$ cat src/rtl/cu_pkg.sv
// Shared definitions for the multi-cycle LEGv8 control unit: FSM states,
// control-word field map, opcode match patterns, ALU codes and branch conditions.
package cu_pkg;

  typedef enum logic [2:0] {
    ST_FETCH  = 3'd0,
    ST_DECODE = 3'd1,
    ST_EXEC   = 3'd2,
    ST_MEM    = 3'd3,
    ST_TRAP   = 3'd4
  } state_e;

  typedef enum logic [3:0] {
    OP_ILLEGAL,
    OP_ADD,
    OP_SUB,
    OP_ADDI,
    OP_LDUR,
    OP_STUR,
    OP_B,
    OP_CBZ,
    OP_BCOND
  } op_e;

  // Control-word field positions, LSB first
  localparam int CW_FIELD_BITS = 31;
  localparam int PS_LSB = 0;
  localparam int PS_W   = 2;
  localparam int IL_LSB = 2;
  localparam int RW_LSB = 3;
  localparam int REG_W  = 5;
  localparam int DA_LSB = 4;
  localparam int SA_LSB = 9;
  localparam int SB_LSB = 14;
  localparam int FS_LSB = 19;
  localparam int FS_W   = 5;
  localparam int BS_LSB = 24;
  localparam int MW_LSB = 25;
  localparam int MR_LSB = 26;
  localparam int C0_LSB = 27;
  localparam int SL_LSB = 28;
  localparam int MD_LSB = 29;
  localparam int MD_W   = 2;

  // PC-select and memory-data-select codes
  localparam logic [PS_W-1:0] PS_PC4 = 2'b01;
  localparam logic [PS_W-1:0] PS_PCK = 2'b10;
  localparam logic [MD_W-1:0] MD_MEM = 2'b01;

  // ALU function codes
  localparam logic [FS_W-1:0] FS_ADD = 5'b00000;
  localparam logic [FS_W-1:0] FS_SUB = 5'b00101;

  // Opcode patterns on instruction[31:21]; masked forms ignore immediate bits
  localparam logic [10:0] OPC_ADD   = 11'b10001011000;
  localparam logic [10:0] OPC_SUB   = 11'b11001011000;
  localparam logic [10:0] OPC_LDUR  = 11'b11111000010;
  localparam logic [10:0] OPC_STUR  = 11'b11111000000;
  localparam logic [10:0] OPC_ADDI  = 11'b10010001000;
  localparam logic [10:0] MSK_ADDI  = 11'b11111111110;
  localparam logic [10:0] OPC_B     = 11'b00010100000;
  localparam logic [10:0] MSK_B     = 11'b11111100000;
  localparam logic [10:0] OPC_CBZ   = 11'b10110100000;
  localparam logic [10:0] OPC_BCOND = 11'b01010100000;
  localparam logic [10:0] MSK_CMP   = 11'b11111111000;

  // B.cond condition codes that the unit evaluates
  localparam logic [3:0] COND_EQ = 4'b0000;
  localparam logic [3:0] COND_NE = 4'b0001;
  localparam logic [3:0] COND_GE = 4'b1010;
  localparam logic [3:0] COND_LT = 4'b1011;

  function automatic op_e decode_op(input logic [10:0] opc);
    if (opc == OPC_ADD)                           return OP_ADD;
    else if (opc == OPC_SUB)                      return OP_SUB;
    else if (opc == OPC_LDUR)                     return OP_LDUR;
    else if (opc == OPC_STUR)                     return OP_STUR;
    else if ((opc & MSK_ADDI) == OPC_ADDI)        return OP_ADDI;
    else if ((opc & MSK_B) == OPC_B)              return OP_B;
    else if ((opc & MSK_CMP) == OPC_CBZ)          return OP_CBZ;
    else if ((opc & MSK_CMP) == OPC_BCOND)        return OP_BCOND;
    else                                          return OP_ILLEGAL;
  endfunction

endpackage

$ cat src/rtl/multicycle_control_unit_if.sv
// Bundle between the datapath and the control unit: IR, status flags,
// memory handshake in; control word, constant and debug state out.
interface multicycle_control_unit_if #(
  parameter int CW_BITS = 31,
  parameter int K_BITS  = 64
);
  logic [31:0]        instruction;
  logic [4:0]         status;
  logic               mem_ready;
  logic [CW_BITS-1:0] controlWord;
  logic [K_BITS-1:0]  K;
  logic [2:0]         state;
  logic               illegal;

  modport master (
    output instruction, status, mem_ready,
    input  controlWord, K, state, illegal
  );

  modport slave (
    input  instruction, status, mem_ready,
    output controlWord, K, state, illegal
  );
endinterface

$ cat src/rtl/k_generator.sv
// Combinational immediate extraction: picks and extends the immediate field
// belonging to the instruction class found in instruction[31:21].
module k_generator
  import cu_pkg::*;
#(
  parameter int K_BITS = 64
) (
  input  logic [31:0]       instruction,
  output logic [K_BITS-1:0] K
);

  op_e op;

  assign op = decode_op(instruction[31:21]);

  // Select and extend the immediate for the decoded class
  always_comb begin
    K = '0;
    case (op)
      OP_ADDI:           K = K_BITS'(instruction[21:10]);
      OP_LDUR, OP_STUR:  K = K_BITS'($signed(instruction[20:12]));
      OP_B:              K = K_BITS'($signed({instruction[25:0], 2'b00}));
      OP_CBZ, OP_BCOND:  K = K_BITS'($signed({instruction[23:5], 2'b00}));
      default:           K = '0;
    endcase
  end

endmodule

$ cat src/rtl/multicycle_control_unit.sv
// Multi-cycle LEGv8 control unit: sequences each instruction through
// FETCH/DECODE/EXEC/MEM, waits on mem_ready and traps on unknown opcodes.
module multicycle_control_unit
  import cu_pkg::*;
#(
  parameter int CW_BITS = 31,
  parameter int K_BITS  = 64
) (
  input  logic                        clock,
  input  logic                        reset,
  multicycle_control_unit_if.slave    bus
);

  state_e                   state_q, state_d;
  logic [CW_FIELD_BITS-1:0] cw;
  logic [K_BITS-1:0]        k_raw;
  op_e                      op;
  logic [4:0]               rn, rm, rt_rd;
  logic [3:0]               cond;
  logic                     rb_zero, flag_v, flag_n, flag_z;
  logic                     cond_taken;
  logic                     unused_carry;

  assign op      = decode_op(bus.instruction[31:21]);
  assign rn      = bus.instruction[9:5];
  assign rm      = bus.instruction[20:16];
  assign rt_rd   = bus.instruction[4:0];
  assign cond    = bus.instruction[3:0];
  assign rb_zero = bus.status[4];
  assign flag_v  = bus.status[3];
  assign flag_n  = bus.status[1];
  assign flag_z  = bus.status[0];
  // No supported condition looks at the carry flag
  assign unused_carry = bus.status[2];

  // Evaluate the B.cond condition; unsupported codes are never taken
  always_comb begin
    cond_taken = 1'b0;
    case (cond)
      COND_EQ: cond_taken = flag_z;
      COND_NE: cond_taken = ~flag_z;
      COND_GE: cond_taken = (flag_n == flag_v);
      COND_LT: cond_taken = (flag_n != flag_v);
      default: cond_taken = 1'b0;
    endcase
  end

  // Next-state and control-word generation for the current state
  always_comb begin
    state_d = state_q;
    cw      = '0;
    case (state_q)
      ST_FETCH: begin
        cw[MR_LSB] = 1'b1;
        if (bus.mem_ready) begin
          cw[IL_LSB]            = 1'b1;
          cw[PS_LSB +: PS_W]    = PS_PC4;
          state_d               = ST_DECODE;
        end
      end
      ST_DECODE: begin
        cw[SA_LSB +: REG_W] = rn;
        cw[SB_LSB +: REG_W] = (op == OP_STUR || op == OP_CBZ) ? rt_rd : rm;
        state_d             = (op == OP_ILLEGAL) ? ST_TRAP : ST_EXEC;
      end
      ST_EXEC: begin
        state_d = ST_FETCH;
        case (op)
          OP_ADD, OP_SUB: begin
            cw[RW_LSB]          = 1'b1;
            cw[DA_LSB +: REG_W] = rt_rd;
            cw[SA_LSB +: REG_W] = rn;
            cw[SB_LSB +: REG_W] = rm;
            cw[FS_LSB +: FS_W]  = (op == OP_SUB) ? FS_SUB : FS_ADD;
            cw[C0_LSB]          = (op == OP_SUB);
            cw[SL_LSB]          = 1'b1;
          end
          OP_ADDI: begin
            cw[RW_LSB]          = 1'b1;
            cw[DA_LSB +: REG_W] = rt_rd;
            cw[SA_LSB +: REG_W] = rn;
            cw[FS_LSB +: FS_W]  = FS_ADD;
            cw[BS_LSB]          = 1'b1;
            cw[SL_LSB]          = 1'b1;
          end
          OP_LDUR, OP_STUR: begin
            cw[SA_LSB +: REG_W] = rn;
            cw[FS_LSB +: FS_W]  = FS_ADD;
            cw[BS_LSB]          = 1'b1;
            state_d             = ST_MEM;
          end
          OP_B: begin
            cw[PS_LSB +: PS_W] = PS_PCK;
          end
          OP_CBZ: begin
            // Rt is routed to B so the datapath can report RB==0
            cw[SB_LSB +: REG_W] = rt_rd;
            if (rb_zero) cw[PS_LSB +: PS_W] = PS_PCK;
          end
          OP_BCOND: begin
            if (cond_taken) cw[PS_LSB +: PS_W] = PS_PCK;
          end
          default: ;
        endcase
      end
      ST_MEM: begin
        // Keep the effective address on the ALU for the whole access
        cw[SA_LSB +: REG_W] = rn;
        cw[FS_LSB +: FS_W]  = FS_ADD;
        cw[BS_LSB]          = 1'b1;
        if (op == OP_LDUR) begin
          cw[MR_LSB] = 1'b1;
          if (bus.mem_ready) begin
            cw[MD_LSB +: MD_W]  = MD_MEM;
            cw[RW_LSB]          = 1'b1;
            cw[DA_LSB +: REG_W] = rt_rd;
          end
        end else if (op == OP_STUR) begin
          cw[MW_LSB]          = 1'b1;
          cw[SB_LSB +: REG_W] = rt_rd;
        end
        if (bus.mem_ready || (op != OP_LDUR && op != OP_STUR)) state_d = ST_FETCH;
      end
      ST_TRAP: begin
        state_d = ST_TRAP;
      end
      default: state_d = ST_FETCH;
    endcase
  end

  // State register; reset abandons any instruction in flight
  always_ff @(posedge clock) begin
    if (reset) state_q <= ST_FETCH;
    else       state_q <= state_d;
  end

  k_generator #(.K_BITS(K_BITS)) u_k_generator (
    .instruction (bus.instruction),
    .K           (k_raw)
  );

  assign bus.controlWord = reset ? '0 : CW_BITS'(cw);
  assign bus.K           = reset ? '0 : k_raw;
  assign bus.state       = reset ? ST_FETCH : state_q;
  assign bus.illegal     = ~reset && (state_q == ST_TRAP);

endmodule

$ cat src/flat_wrapper.sv
// flat-port wrapper written by rule: the top's interface ports become plain ports
module multicycle_control_unit_flat import cu_pkg::*;
#(
  parameter int CW_BITS = 31,
  parameter int K_BITS  = 64
)
  (clock, reset, bus_instruction, bus_status, bus_mem_ready, bus_controlWord, bus_K, bus_state, bus_illegal);
  multicycle_control_unit_if #(.CW_BITS(CW_BITS), .K_BITS(K_BITS)) bus_i ();
  input  logic clock;
  input  logic reset;
  input wire logic [$bits(bus_i.instruction)-1:0] bus_instruction;
  input wire logic [$bits(bus_i.status)-1:0] bus_status;
  input wire logic [$bits(bus_i.mem_ready)-1:0] bus_mem_ready;
  output wire logic [$bits(bus_i.controlWord)-1:0] bus_controlWord;
  output wire logic [$bits(bus_i.K)-1:0] bus_K;
  output wire logic [$bits(bus_i.state)-1:0] bus_state;
  output wire logic [$bits(bus_i.illegal)-1:0] bus_illegal;
  assign bus_i.instruction = bus_instruction;
  assign bus_i.status = bus_status;
  assign bus_i.mem_ready = bus_mem_ready;
  assign bus_controlWord = bus_i.controlWord;
  assign bus_K = bus_i.K;
  assign bus_state = bus_i.state;
  assign bus_illegal = bus_i.illegal;
  multicycle_control_unit #(.CW_BITS(CW_BITS), .K_BITS(K_BITS)) u_core (.clock(clock), .reset(reset), .bus(bus_i));
endmodule
$ cat config.mk
export PLATFORM = sky130hd
export DESIGN_NAME = multicycle_control_unit_flat
export DESIGN_NICKNAME = d
export VERILOG_FILES = /design/src/rtl/cu_pkg.sv /design/src/rtl/multicycle_control_unit_if.sv /design/src/rtl/k_generator.sv /design/src/rtl/multicycle_control_unit.sv /design/src/flat_wrapper.sv
export SDC_FILE = /design/constraint.sdc
export NUM_CORES = 1
export LEC_CHECK = 0
export CAP_MARGIN = 20
export CORE_UTILIZATION = 38
export CTS_BUF_LIST = sky130_fd_sc_hd__clkbuf_8 sky130_fd_sc_hd__clkbuf_16
export DETAILED_ROUTE_END_ITERATION = 10
export GPL_ROUTABILITY_DRIVEN = 0
export HOLD_SLACK_MARGIN = 0.1
export PLACE_DENSITY = 0.87
export SYNTH_ARGS = -nofsm -noshare
export SYNTH_HDL_FRONTEND = slang
export SYNTH_HIERARCHICAL = 1
export SYNTH_SLANG_ARGS = --single-unit
$ cat constraint.sdc
create_clock -name clock -period 3.67 [get_ports clock]
set_input_delay 0.5505 -clock clock [delete_from_list [all_inputs] [get_ports clock]]
set_output_delay 0.5505 -clock clock [all_outputs]
set_load 0.05 [all_outputs]
==> impl_metrics.env, run 1 <==
export IMPL_timing_final_crit_period_ns=3.508
export IMPL_cts_sinks=3
export IMPL_yosysWarnings=6
export IMPL_worst_ep_required_time_ns=3.12
export IMPL_vias=2606
export IMPL_critPathKind="in2out"
export IMPL_port_buffer_count=133
export IMPL_fin_tns_setup_ns=0
export IMPL_die_footprint_um2=6009
export IMPL_worst_slew_pin_slew_ns=0.6994
export IMPL_ioPinCount=139
export IMPL_layout_cells_most_common="sky130_fd_sc_hd__buf_12"
export IMPL_route_detailed_vias_per_inst=5.510
export IMPL_clk_transition_reported_paths_ns=0.03
export IMPL_critical_path_reg2reg_startpoint="u_core/state_q[2]"
export IMPL_grt_start_max_net_pins=58
export IMPL_route_detailed_wl_per_inst_um=17.12
export IMPL_critical_path_top_delay_family="buffers and inverters"
export IMPL_groute_usage_overall_pct=27.18
export IMPL_vdd_ir_drop_max_mv=0.1415
export IMPL_maxCapViolations=0
export IMPL_timing_critical_path_slowest_stage_cell="sky130_fd_sc_hd__o32ai_1"
export IMPL_worst_path_largest_cell_delay_ns=0.56
export IMPL_reg_top3="u_core/state_q (3)"
export IMPL_total_drc_errors_in_the_routed_layout=0
export IMPL_intPower_uw=209.4
export IMPL_power_frac_clock_pct=26.3
export IMPL_holdCritStartpoint="u_core/state_q[2]"
export IMPL_drt_iter0_markers=136
export IMPL_worst_path_most_repeated_cell="sky130_fd_sc_hd__and3_4"
export IMPL_final_min_period_over_clock_period_pct=95.59
export IMPL_cts_repair_timing_setup_buffer_count=0
export IMPL_fp_row_count=27
export IMPL_timing_slew_headroom_pct=53.38
export IMPL_n_antenna_cell=0
export IMPL_grt_setup_unrepaired="no"
export IMPL_pre_cts_slack_ns=0.2083
export IMPL_synth_async_reset_ratio_pct=0
export IMPL_detail_route_wirelength_um=8098
export IMPL_die_h_um=77.52
export IMPL_cts_root_buffer="sky130_fd_sc_hd__clkbuf_8"
export IMPL_register_share_of_total_power_pct=10.3
export IMPL_start_util_pct=39.35
export IMPL_crit_buf_inv=3
export IMPL_cts_tree="yes"
export IMPL_antenna_found_initial=0
export IMPL_max_clock_path_buffers=2
export IMPL_postCtsHoldBufs=0
export IMPL_switching_share_pct=44.87
export IMPL_setup_viol=0
export IMPL_max_freq_mhz=285.0
export IMPL_final_area_um2=4292
export IMPL_numCtsBuffers=3
export IMPL_worst_setup_path_end_kind="output port"
export IMPL_worst_skew_pair_late_latency_ns=0.23
export IMPL_yosys_cell_types_count=63
export IMPL_floorplan_die_width_um=77.52
export IMPL_clock_skew_ns=0.002425
export IMPL_grt_pass1_wl_um=13210
export IMPL_power_net_switching_uw=170.5
export IMPL_timing_critical_path_from_type="input pin"
export IMPL_worst_path_max_fanout=7
export IMPL_core_area_um2=5507
export IMPL_worstPathCellList="clkdlybuf4s50_1, buf_4, nor3b_4, and3_4, and3_4, a41oi_2, o32ai_1, buf_12"
export IMPL_ant_nets=0
export IMPL_timing_final_max_slew_violations=0
export IMPL_dominantRegCellSynth="sky130_fd_sc_hd__dfxtp_1"
export IMPL_power_frac_comb_pct=63.4
export IMPL_syn_std_cell_area_um2=2167
export IMPL_final_cell_mix="sky130_fd_sc_hd__buf_12, sky130_fd_sc_hd__clkdlybuf4s50_1, sky130_fd_sc_hd__nor2b_2, sky130_fd_sc_hd__nor2b_1, sky130_fd_sc_hd__nand2_1"
export IMPL_worstHoldEndpoint="u_core/state_q[0]"
export IMPL_worstHoldPathCells=2
export IMPL_static_leakage_power_nw=1.785
export IMPL_postSynthCellCount=305
export IMPL_hp_class="reg2reg"
export IMPL_power_density_nw_per_um2=88.52
export IMPL_grt_remaining_overflow=0
export IMPL_layout_drive_gt1_share_pct=42.14
export IMPL_worst_slack_ns=0.1617
export IMPL_drt_pre_antenna_iters=4
export IMPL_dpl_cell_area_um2=4247
export IMPL_syn2layout_area_growth_pct=98.04
export IMPL_synth_edf_count=0
export IMPL_synth_ff_latch_count=3
export IMPL_nets=442
export IMPL_cts_repair_resized=0
export IMPL_ff2ff_setup_slack_ns=2.01
export IMPL_reg2reg_depth=5
export IMPL_max_flop_register="u_core/state_q"
export IMPL_detailedPlacementHpwl_um=6555
export IMPL_finalHoldViolCount=0
export IMPL_worst_endpoint_arrival_ns=2.96
export IMPL_first_global_vias=2552
export IMPL_number_of_gates_on_the_worst_path_with_buffers_counted=8
export IMPL_ctsHtreeMaxLevel=1
export IMPL_outcome="finished, final reports clean"
export IMPL_seq_area_frac_synth_pct=2.771
export IMPL_largest_register_ffs=3
export IMPL_regToRegEndpoint="u_core/state_q[1]"
export IMPL_synth_avg_cell_area_um2=7.105
[layer usage]
metal / global-route usage [%] / routed length [um] / share of wire (%) / up-vias
met5: 0 / 0 / 0 / -
met4: 10.75 / 267 / 3.3 / 0
met3: 5.059 / 678 / 8.4 / 23
met2: 50.80 / 4309 / 53 / 153
met1: 29.85 / 2842 / 35 / 1208
li1: - / - / - / 1222
[synth_stat cells, drive strengths merged (2+ instances only)]
cell type   n  area [um2]
and2        6       40.04
o21ai       5       25.02
dfxtp       3       60.06
nor4        2       18.77
nand3       7       35.03
clkbuf     11       51.30
a22o        3       37.54
a2111oi     3       40.04
and2b       2       16.27
buf        47       369.1
a21oi       4       23.77
and3b       3       30.03
nor4b       4       56.30
nand2      28       112.6
a22oi      25       187.7
nor2b      67       419.2
inv        11       41.29
nand3b      3       22.52
nor2       11       41.29
xnor2       3       26.28
and3       12       85.08
nor3        3       15.01
o32ai       5       43.79
a21o       10       75.07
nor3b       7       80.08
[metrics by stage]
stage	hold slack, ns	utilization (%)	power, mW	cells
after detailed placement	0.7232	77.12	0.2793	469
final	0.7336	77.94	0.3799	473
after floorplan	0.6277	-	0.1627	308
after CTS	0.7417	77.94	0.3829	473
after global routing	0.7703	77.94	0.3985	473
after global placement	0.6948	77.12	0.2725	469
[how the worst max path moves through the flow]
stage | slack [ns] | start | to
2_1_floorplan | 0.002 | bus_instruction[26] | bus_K[28]
3_3_place_gp | 0.30 | bus_instruction[29] | bus_K[52]
3_5_place_dp | 0.21 | bus_instruction[25] | bus_controlWord[18]
4_1_cts | 0.20 | bus_instruction[25] | bus_controlWord[18]
5_1_grt | 0.08 | bus_instruction[25] | bus_controlWord[18]
6_report | 0.16 | bus_instruction[25] | bus_controlWord[18]
[cells by family (layout without fill, tap and decap cells)]
| group | after synthesis | after routing | share of synthesized area [%] |
|---|---|---|---|
| buffers and inverters | 69 | 162 | 21.30 |
| DFF | 3 | 3 | 2.771 |
| other | 1 | 4 | 0.1730 |
| and+or+nand+nor | 164 | 164 | 49.54 |
| muxes | 1 | 1 | 0.4619 |
| AOI/OAI and AO/OA | 64 | 64 | 24.54 |
| xor gates and xnor gates | 3 | 3 | 1.213 |
[power by group through the flow]
stage / clock [mW] / combinational, mW / sequential (mW)
2_1_floorplan: 0 / 0.126 / 0.0369
3_3_place_gp: 0 / 0.233 / 0.0390
3_5_place_dp: 0 / 0.240 / 0.0393
4_1_cts: 0.103 / 0.241 / 0.0390
5_1_grt: 0.105 / 0.254 / 0.0396
6_report: 0.0999 / 0.241 / 0.0390
[final cells by class]
class                      instances  area [um2]
multi-input combinational        236        1770
tap                               72       90.09
clock buffer                       3       41.29
timing repair buffer             147        2285
inverter                          11       41.29
sequential                         3       60.06
fill                             362        1215
clock inverter                     1       3.754
[worst reg2reg max path, stage by stage (launching register included)]
cell	delay, ns
sky130_fd_sc_hd__dfxtp_1	0.36
sky130_fd_sc_hd__nor2_1	0.48
sky130_fd_sc_hd__nand2_1	0.25
sky130_fd_sc_hd__nor3b_1	0.31
sky130_fd_sc_hd__o21ai_0	0.11
sky130_fd_sc_hd__o21ai_0	0.07
Note: power is estimated with default switching activity, not from simulation.
==> run 2, diff against run 1 <==
--- a/config.mk
+++ b/config.mk
@@ -12,6 +12,8 @@
 export GPL_ROUTABILITY_DRIVEN = 0
 export HOLD_SLACK_MARGIN = 0.1
 export PLACE_DENSITY = 0.87
+export RECOVER_POWER = 50
+export SLEW_MARGIN = 15
 export SYNTH_ARGS = -nofsm -noshare
 export SYNTH_HDL_FRONTEND = slang
 export SYNTH_HIERARCHICAL = 1
==> run 2 against run 1 <==
Utilization shrank 3.9 points. Critical path depth unchanged. Clock power about the same. Wire length up 0.51%. Total power fell by 1.7%. Fmax fell by 0.35%. Worst hold slack gained 0.0058 ns. First-iteration DRC count rose by 8.8%. Sequential share of layout area grew 0.073 points.
==> impl_metrics.env, run 2 (synthesis gave the netlist of run 1 again) <==
export IMPL_start_util_pct=39.35
export IMPL_worst_path_max_fanout=7
export IMPL_timing_critical_path_slowest_stage_cell="sky130_fd_sc_hd__o32ai_1"
export IMPL_clk_transition_reported_paths_ns=0.04
export IMPL_timing_critical_path_from_type="input pin"
export IMPL_worst_path_largest_cell_delay_ns=0.56
export IMPL_pre_cts_slack_ns=0.2083
export IMPL_n_antenna_cell=0
export IMPL_layout_cells_most_common="sky130_fd_sc_hd__buf_12"
export IMPL_timing_final_max_slew_violations=0
export IMPL_reg_top3="u_core/state_q (3)"
export IMPL_worst_ep_required_time_ns=3.12
export IMPL_detail_route_wirelength_um=8139
export IMPL_setup_viol=0
export IMPL_antenna_found_initial=0
export IMPL_worst_endpoint_arrival_ns=2.97
export IMPL_critPathLaunch="bus_instruction[25]"
export IMPL_die_h_um=77.52
export IMPL_drt_iter0_markers=148
export IMPL_power_density_nw_per_um2=91.56
export IMPL_core_area_um2=5507
export IMPL_nets=442
export IMPL_ff2ff_setup_slack_ns=1.98
export IMPL_grt_remaining_overflow=0
export IMPL_ctsHtreeMaxLevel=1
export IMPL_outcome="finished, final reports clean"
export IMPL_numCtsBuffers=3
export IMPL_ant_nets=0
export IMPL_cts_tree="yes"
export IMPL_regToRegEndpoint="u_core/state_q[1]"
export IMPL_hp_class="reg2reg"
export IMPL_worst_path_most_repeated_cell="sky130_fd_sc_hd__and3_4"
export IMPL_vdd_ir_drop_max_mv=0.1407
export IMPL_final_min_period_over_clock_period_pct=95.93
export IMPL_maxCapViolations=0
export IMPL_syn2layout_area_growth_pct=88.16
export IMPL_final_cell_mix="sky130_fd_sc_hd__buf_12, sky130_fd_sc_hd__clkdlybuf4s50_1, sky130_fd_sc_hd__nor2b_1, sky130_fd_sc_hd__nor2b_2, sky130_fd_sc_hd__nand2_1"
export IMPL_worstHoldPathCells=2
export IMPL_gr_max_usage_layer="met2"
export IMPL_fin_cells=473
export IMPL_groute_usage_overall_pct=27.18
export IMPL_largest_register_ffs=3
export IMPL_worst_slew_pin_slew_ns=0.6782
export IMPL_drt_pre_antenna_iters=4
export IMPL_worst_setup_path_end_kind="output port"
export IMPL_ioPinCount=139
export IMPL_intPower_uw=201.9
export IMPL_final_core_util_pct=74.05
export IMPL_clock_skew_ns=0.004831
export IMPL_critical_path_reg2reg_startpoint="u_core/state_q[2]"
export IMPL_grt_pass1_wl_um=13210
export IMPL_grt_start_max_net_pins=58
export IMPL_max_freq_mhz=284.0
export IMPL_grt_setup_unrepaired="no"
export IMPL_timing_slew_headroom_pct=54.78
export IMPL_finalHoldViolCount=0
export IMPL_power_frac_comb_pct=62.3
export IMPL_fp_row_count=27
export IMPL_cts_repair_resized=0
export IMPL_floorplan_die_width_um=77.52
export IMPL_reg2reg_depth=5
export IMPL_port_buffer_count=133
export IMPL_max_flop_register="u_core/state_q"
export IMPL_power_net_switching_uw=171.5
export IMPL_cts_root_buffer="sky130_fd_sc_hd__clkbuf_8"
export IMPL_static_leakage_power_nw=1.728
export IMPL_layout_drive_gt1_share_pct=39.15
export IMPL_groute_layer_met1_usage_pct=29.85
export IMPL_global_route_met2_usage_pct=50.80
export IMPL_critPathKind="in2out"
export IMPL_cts_sinks=3
export IMPL_postCtsHoldBufs=0
export IMPL_worst_skew_pair_late_latency_ns=0.23
export IMPL_number_of_gates_on_the_worst_path_with_buffers_counted=8
export IMPL_max_clock_path_buffers=2
export IMPL_vias=2572
export IMPL_power_frac_clock_pct=27.2
export IMPL_critical_path_top_delay_family="buffers and inverters"
export IMPL_power_total_uw=373.4
export IMPL_die_footprint_um2=6009
export IMPL_route_detailed_vias_per_inst=5.438
export IMPL_total_drc_errors_in_the_routed_layout=0
export IMPL_fin_tns_setup_ns=0
export IMPL_timing_final_crit_period_ns=3.521
export IMPL_holdCritStartpoint="u_core/state_q[2]"
export IMPL_register_share_of_total_power_pct=10.4
export IMPL_worstHoldEndpoint="u_core/state_q[0]"
export IMPL_first_global_vias=2552
export IMPL_worst_slack_ns=0.1494
export IMPL_crit_buf_inv=3
export IMPL_numPlacedInstances=469
export IMPL_detailedPlacementHpwl_um=6555
export IMPL_cts_repair_timing_setup_buffer_count=0
export IMPL_met3_track_usage_gr_pct=5.059
export IMPL_switching_share_pct=45.93
export IMPL_worstPathCellList="clkdlybuf4s50_1, buf_4, nor3b_4, and3_4, and3_4, a41oi_2, o32ai_1, buf_12"
export IMPL_route_detailed_wl_per_inst_um=17.21
-- run 2: how the worst max path moves through the flow --
stage | to | slack [ns]
6_report | bus_controlWord[18] | 0.15
5_1_grt | bus_K[10] | 0.06
4_1_cts | bus_controlWord[18] | 0.20
3_5_place_dp | bus_controlWord[18] | 0.21
3_3_place_gp | bus_K[52] | 0.30
2_1_floorplan | bus_K[28] | 0.002
-- run 2: metal layers --
layer	part of all wire (%)	routed length [um]
met5	0	0
met4	2.6	214
met3	7.5	610
met2	54	4378
met1	36	2937
-- run 2: layout make-up --
| class | instances | area (um2) |
|---|---|---|
| repair buffers | 147 | 2083 |
| clock buffers | 3 | 41.29 |
| well taps | 72 | 90.09 |
| multi-input cells | 236 | 1758 |
| fillers | 393 | 1429 |
| inverters | 11 | 41.29 |
| clock inverters | 1 | 3.754 |
| flip-flops and latches | 3 | 60.06 |
-- run 2: per-stage QoR --
step	area (um2)	hold WS, ns
final	4078	0.7394
after global routing	4078	0.7703
after CTS	4292	0.7417
after detailed placement	4247	0.7232
after global placement	4247	0.6948
after floorplan	2271	0.6277
-- run 2: tightest hold or removal path: cells and delay by family, from the launching register on --
kind               cells  cell delay (ns)
AOI/OAI and AO/OA      1             0.14
DFF                    1             0.45
and+or+nand+nor        1             0.09
-- run 2: power by group through the flow --
stage | registers [mW] | logic, mW | clock network, mW
after floorplan | 0.0369 | 0.126 | 0
after global routing | 0.0396 | 0.245 | 0.105
after global placement | 0.0390 | 0.233 | 0
after detailed placement | 0.0393 | 0.240 | 0
final | 0.0390 | 0.233 | 0.102
after CTS | 0.0390 | 0.241 | 0.103
==> run 3, diff against run 2 <==
--- a/config.mk
+++ b/config.mk
@@ -8,6 +8,7 @@
 export CAP_MARGIN = 20
 export CORE_UTILIZATION = 38
 export CTS_BUF_LIST = sky130_fd_sc_hd__clkbuf_8 sky130_fd_sc_hd__clkbuf_16
+export CTS_CLUSTER_SIZE = 16
 export DETAILED_ROUTE_END_ITERATION = 10
 export GPL_ROUTABILITY_DRIVEN = 0
 export HOLD_SLACK_MARGIN = 0.1
==> results of run 3 <==
The final DEF is identical to that of run 2; final timing and power are the same.
==> variant 1, RTL diff (config.mk and constraints of run 2) <==
`PS_W`: 2 -> 4.
--- a/src/rtl/cu_pkg.sv
+++ b/src/rtl/cu_pkg.sv
@@ -27,3 +27,3 @@
   localparam int PS_LSB = 0;
-  localparam int PS_W   = 2;
+  localparam int PS_W   = 4;
   localparam int IL_LSB = 2;
Behaviour: not the same (Yosys sat finds a counterexample within 4 cycles, from zero or initial values and one cycle with reset high).
==> variant 1 against run 2 <==
Design area shrank 5.2%. Sequential cell count stayed put. Total power is 4.7% lower. Highest routed layer unchanged. Synthesized area shrank 8.0%. Worst setup slack better by 9.7 ps. Routed wire length is 1.6% lower. Global-route usage increased by 1.2 points. Largest power group unchanged. Via count shrank 1.7%.
==> variant 1: results (changes against run 2) <==
stage,metric,value,unit,change
power_and_ir_drop,worst vdd ir,109.4,uV,-22%
sta,Fin Hold WS,703.4,ps,-35.99 ps
place,IO buf count,132,,-0.75%
synth,mux share of post-synthesis cell area,0.5022,%,+0.040 points
place,dpl cell area,4039,sq um,-4.9%
detailed_routing,Initial DRC Count,217,,+47%
run_status,outcome,"complete, no violations",,
grt,pin count of the biggest net entering global routing,66,,+14%
critical_path,R2R depth,2,,-3
critical_path,start point of the critical path,bus_instruction[26],,
detailed_routing,met2 routed WL,4.265,mm,-2.6%
cells_and_area,layout cells sized above 1,38.44,%,-0.71 points
grt,GRT Resource Usage Total,28.37,%,+1.2 points
power_and_ir_drop,static leakage,1.683,nW,-2.6%
sta,Clock Skew,1.522,ps,-3.310 ps
detailed_routing,Pre-antenna DRT Iters,5,,+1
cells_and_area,Fillers,335,,-15%
grt,grt met3 use,5.556,%,+0.50 points
cells_and_area,Final nets,426,,-3.6%
critical_path,slowest CP cell,or4b_4,,
detailed_routing,DR vias,2529,,-1.7%
critical_path,RR Startpoint,u_core/state_q[0],,
grt,M1 GR Usage,30.30,%,+0.45 points
detailed_routing,routed length on met1,2.843,mm,-3.2%
critical_path,Critical Path AT,2960,ps,about the same
detailed_routing,WL met3,722,um,+18%
synth,most instantiated cells after synthesis,"67 x nor2b_1, 42 x buf_4, 26 x nand2_1",,
sta,Slew HR,44.67,%,-10 points
critical_path,Setup crit end,bus_K[14],,
grt,met2 GRT Util,55.16,%,+4.4 points
critical_path,Worst Path Max Fanout,13,,+6
synth,synth unique cells,54,,-14%
synth,sequential cell area fraction in the yosys report,3.013,%,+0.24 points
power_and_ir_drop,Int Pwr,0.1959,mW,-3.0%
grt,global-route wire length before repair,12.32,mm,-6.8%
hold_path,hold path start,u_core/state_q[1],,
critical_path,Max stage delay on crit path,610,ps,+50 ps
synth,Compound-Gate Fraction of Synth Area,24.04,%,-0.50 points
variant 1: cell types whose count changed after synthesis, moves of 3 or more:
cell     before  now
a22o_1        0    4
inv_1        11    1
o32ai_1       5    0
nor3b_1       4    1
variant 1: cell type report:
cell class              count  area [sq um]  share of cell area, %
repair buffers            147          2027                  52.46
multi-input cells         230          1644                  42.55
well taps                  67         83.83                  2.170
flip-flops and latches      3         60.06                  1.554
clock inverters             1         3.754                0.09715
clock buffers               3         41.29                  1.069
inverters                   1         3.754                0.09715
variant 1: cell families after synthesis:
group,after synthesis
mux,1
compound gates,62
other cells,1
buf+inv,60
xor+xnor,4
simple gates,158
flops,3
variant 1: worst min-delay path, cell delays in order (launching register included):
cell and delay, ps:
dfxtp_1 420, mux2i_1 170, nor2_1 80
variant 1: per-stage QoR:
stage | cells | worst slack, ps
final | 452 | 159.1
after detailed placement | 448 | 217.4
after CTS | 452 | 214.7
after global placement | 448 | 314.5
after global routing | 452 | 80.17
after floorplan | 293 | -94.71
==> variant 2, RTL diff (flow settings as in run 2) <==
Without the edit above. Reset style: asynchronous (`reset`), changed in one clocked block.
--- a/src/rtl/multicycle_control_unit.sv
+++ b/src/rtl/multicycle_control_unit.sv
@@ -131,3 +131,3 @@
   // State register; reset abandons any instruction in flight
-  always_ff @(posedge clock) begin
+  always_ff @(posedge clock or posedge reset) begin
     if (reset) state_q <= ST_FETCH;
Formal check against the unedited RTL: same outputs for any inputs over 10 cycles, from zero or initial values and one cycle with reset high; that may be too few to reach the edited logic, so the function may still have changed.
==> variant 2 against run 2 <==
Worst setup slack lost 130 ps. Design area grew 3.5%. Critical path depth is the same. Total power grew 48%. Die area grew 1.2%. Largest power group unchanged. Clock power shrank 6%. Routed wire length grew 18%. Final cell count grew 8.7%. Sequential cell count is the same. Via count grew 18%. Synthesized area grew 1.3%. Sequential share of layout area grew 0.31 points. Non-clock buffer count grew 20.
==> variant 2: results (changes against run 2) <==
stage,metric,value,unit,change
synth,xor and xnor fraction of the mapped netlist area,1.197,%,-0.015 points
place,dpl cell area,4466,sq um,+5.2%
detailed_routing,Initial DRC Count,279,,+89%
critical_path,slowest CP cell,clkdlybuf4s50_1,,
cells_and_area,# diodes,0,,unchanged
detailed_routing,Pre-antenna DRT Iters,5,,+1
synth,"Primary FF master, synth",dfrtp_1,,
cells_and_area,Fillers,358,,-8.9%
synth,Synth area leaders,"nor2b_1 19%, buf_4 14%, a22oi_1 8.6%",,
grt,pin count of the biggest net entering global routing,42,,-28%
cells_and_area,Final nets,483,,+9.3%
synth,most instantiated cells after synthesis,"67 x nor2b_1, 47 x nand2_1, 41 x buf_4",,
critical_path,Critical Path AT,3100,ps,+130 ps
synth,mux share of post-synthesis cell area,0,%,-0.46 points
synth,Adder-Cell Fraction of Synth Area,0,%,unchanged
grt,initial antenna violation count,0,,unchanged
synth,sequential cell area fraction in the yosys report,3.421,%,+0.65 points
grt,GRT Resource Usage Total,30.92,%,+3.7 points
synth,"FFs w/ async S/R, synth",100.0,%,+100 points
floorplan,die area,6083,sq um,+1.2%
critical_path,reg2reg setup slack,2160,ps,+180 ps
critical_path,Worst Path Max Fanout,7,,unchanged
grt,global-route wire length before repair,15.19,mm,+15%
sta,Clock Skew,1.362,ps,-3.469 ps
cells_and_area,layout cells sized above 1,41.18,%,+2.0 points
power_and_ir_drop,worst vdd ir,92.14,uV,-34%
synth,largest family of logic cells by synthesized area,simple AND/OR/NAND/NOR gates,,
cts,root buffer cell,clkbuf_8,,
cells_and_area,Regs by FF count,u_core/state_q x3,,
cts,Clock Latency Late Sink,220,ps,
detailed_routing,DR vias,3029,,+18%
detailed_routing,Total Wirelength,9.632,mm,+18%
cts,total CTS buffers,3,,unchanged
synth,Syn. warnings,6,,unchanged
synth,synth unique cells,61,,-3.2%
sta,Fin Hold WS,246.9,ps,-492.5 ps
cts,htree depth,1,,unchanged
sta,Least-Margin Pin Slew,740.3,ps,+62.01 ps
run_status,outcome,"complete, no violations",,
critical_path,Max stage delay on crit path,580,ps,+20 ps
synth,Compound-Gate Fraction of Synth Area,25.43,%,+0.89 points
power_and_ir_drop,static leakage,1.835,nW,+6.2%
hold_path,hold crit path type,in -> async,,
place,Final HPWL DP,7.436,mm,+13%
cts,clk slew on worst S/H paths,30,ps,
==> variant 2: repair_timing <==
| item | CTS | global route |
|---|---|---|
| setup buffers | 0 | 0 |
| pin swaps | 0 | 2 |
| setup endpoints to repair | 4 | 59 |
| resized for setup | 2 | 6 |
| hold endpoints to repair | 0 | 0 |
==> variant 2: final timing paths <==
path,end,startpoint
max,bus_controlWord[8],bus_instruction[28]
min,u_core/state_q[1],reset
max reg2reg,u_core/state_q[0],u_core/state_q[2]
min reg2reg,u_core/state_q[2],u_core/state_q[2]
max in group asynchronous,u_core/state_q[2],reset
min in group clock,u_core/state_q[2],u_core/state_q[2]
==> variant 2: final cells by class <==
class	instances	area share [%]
well taps	72	2.135
clock inverters	1	0.08897
inverters	5	0.4448
clock buffers	3	0.9786
flip-flops and latches	3	1.779
repair buffers	167	51.25
multi-input cells	263	43.33
==> variant 2: per-stage QoR <==
stage                     total power [mW]  setup TNS [ps]  setup WS (ps)  util [%]  instances
after floorplan                     0.2787          -66.39         -40.78         -        331
final                               0.5516               0          16.46     76.15        514
after global placement              0.4444               0          3.962     80.60        510
after detailed placement            0.4571          -133.6         -61.21     80.60        510
after global routing                0.5734               0          15.32     76.15        514
after CTS                           0.5610               0          35.30     81.48        514
==> variant 2: cell families after synthesis <==
family | Yosys count
other cells | 1
xor+xnor | 3
compound gates | 73
buf+inv | 65
flops | 3
simple gates | 183
==> variant 2: critical path: cells and delay by family <==
family | cells | cell delay, ps
buffers and inverters | 3 | 960
AO/OA/AOI/OAI | 2 | 700
AND/OR/NAND/NOR | 3 | 900
==> variant 2: power breakdown <==
group          internal, mW  switching, mW  total [mW]  leakage, nW
Combinational         0.149          0.234       0.384         1.77
Sequential           0.0421         0.0296      0.0717       0.0392
Clock                0.0715         0.0248      0.0962       0.0269
Total                 0.263          0.289       0.552         1.83
==> variant 2: per-layer routing <==
| layer | routed length [um] | GRT usage [%] |
|---|---|---|
| met3 | 886 | 4.706 |
| met5 | 0 | 0 |
| met1 | 3515 | 35.27 |
| met4 | 321 | 11.11 |
| met2 | 4908 | 57.61 |
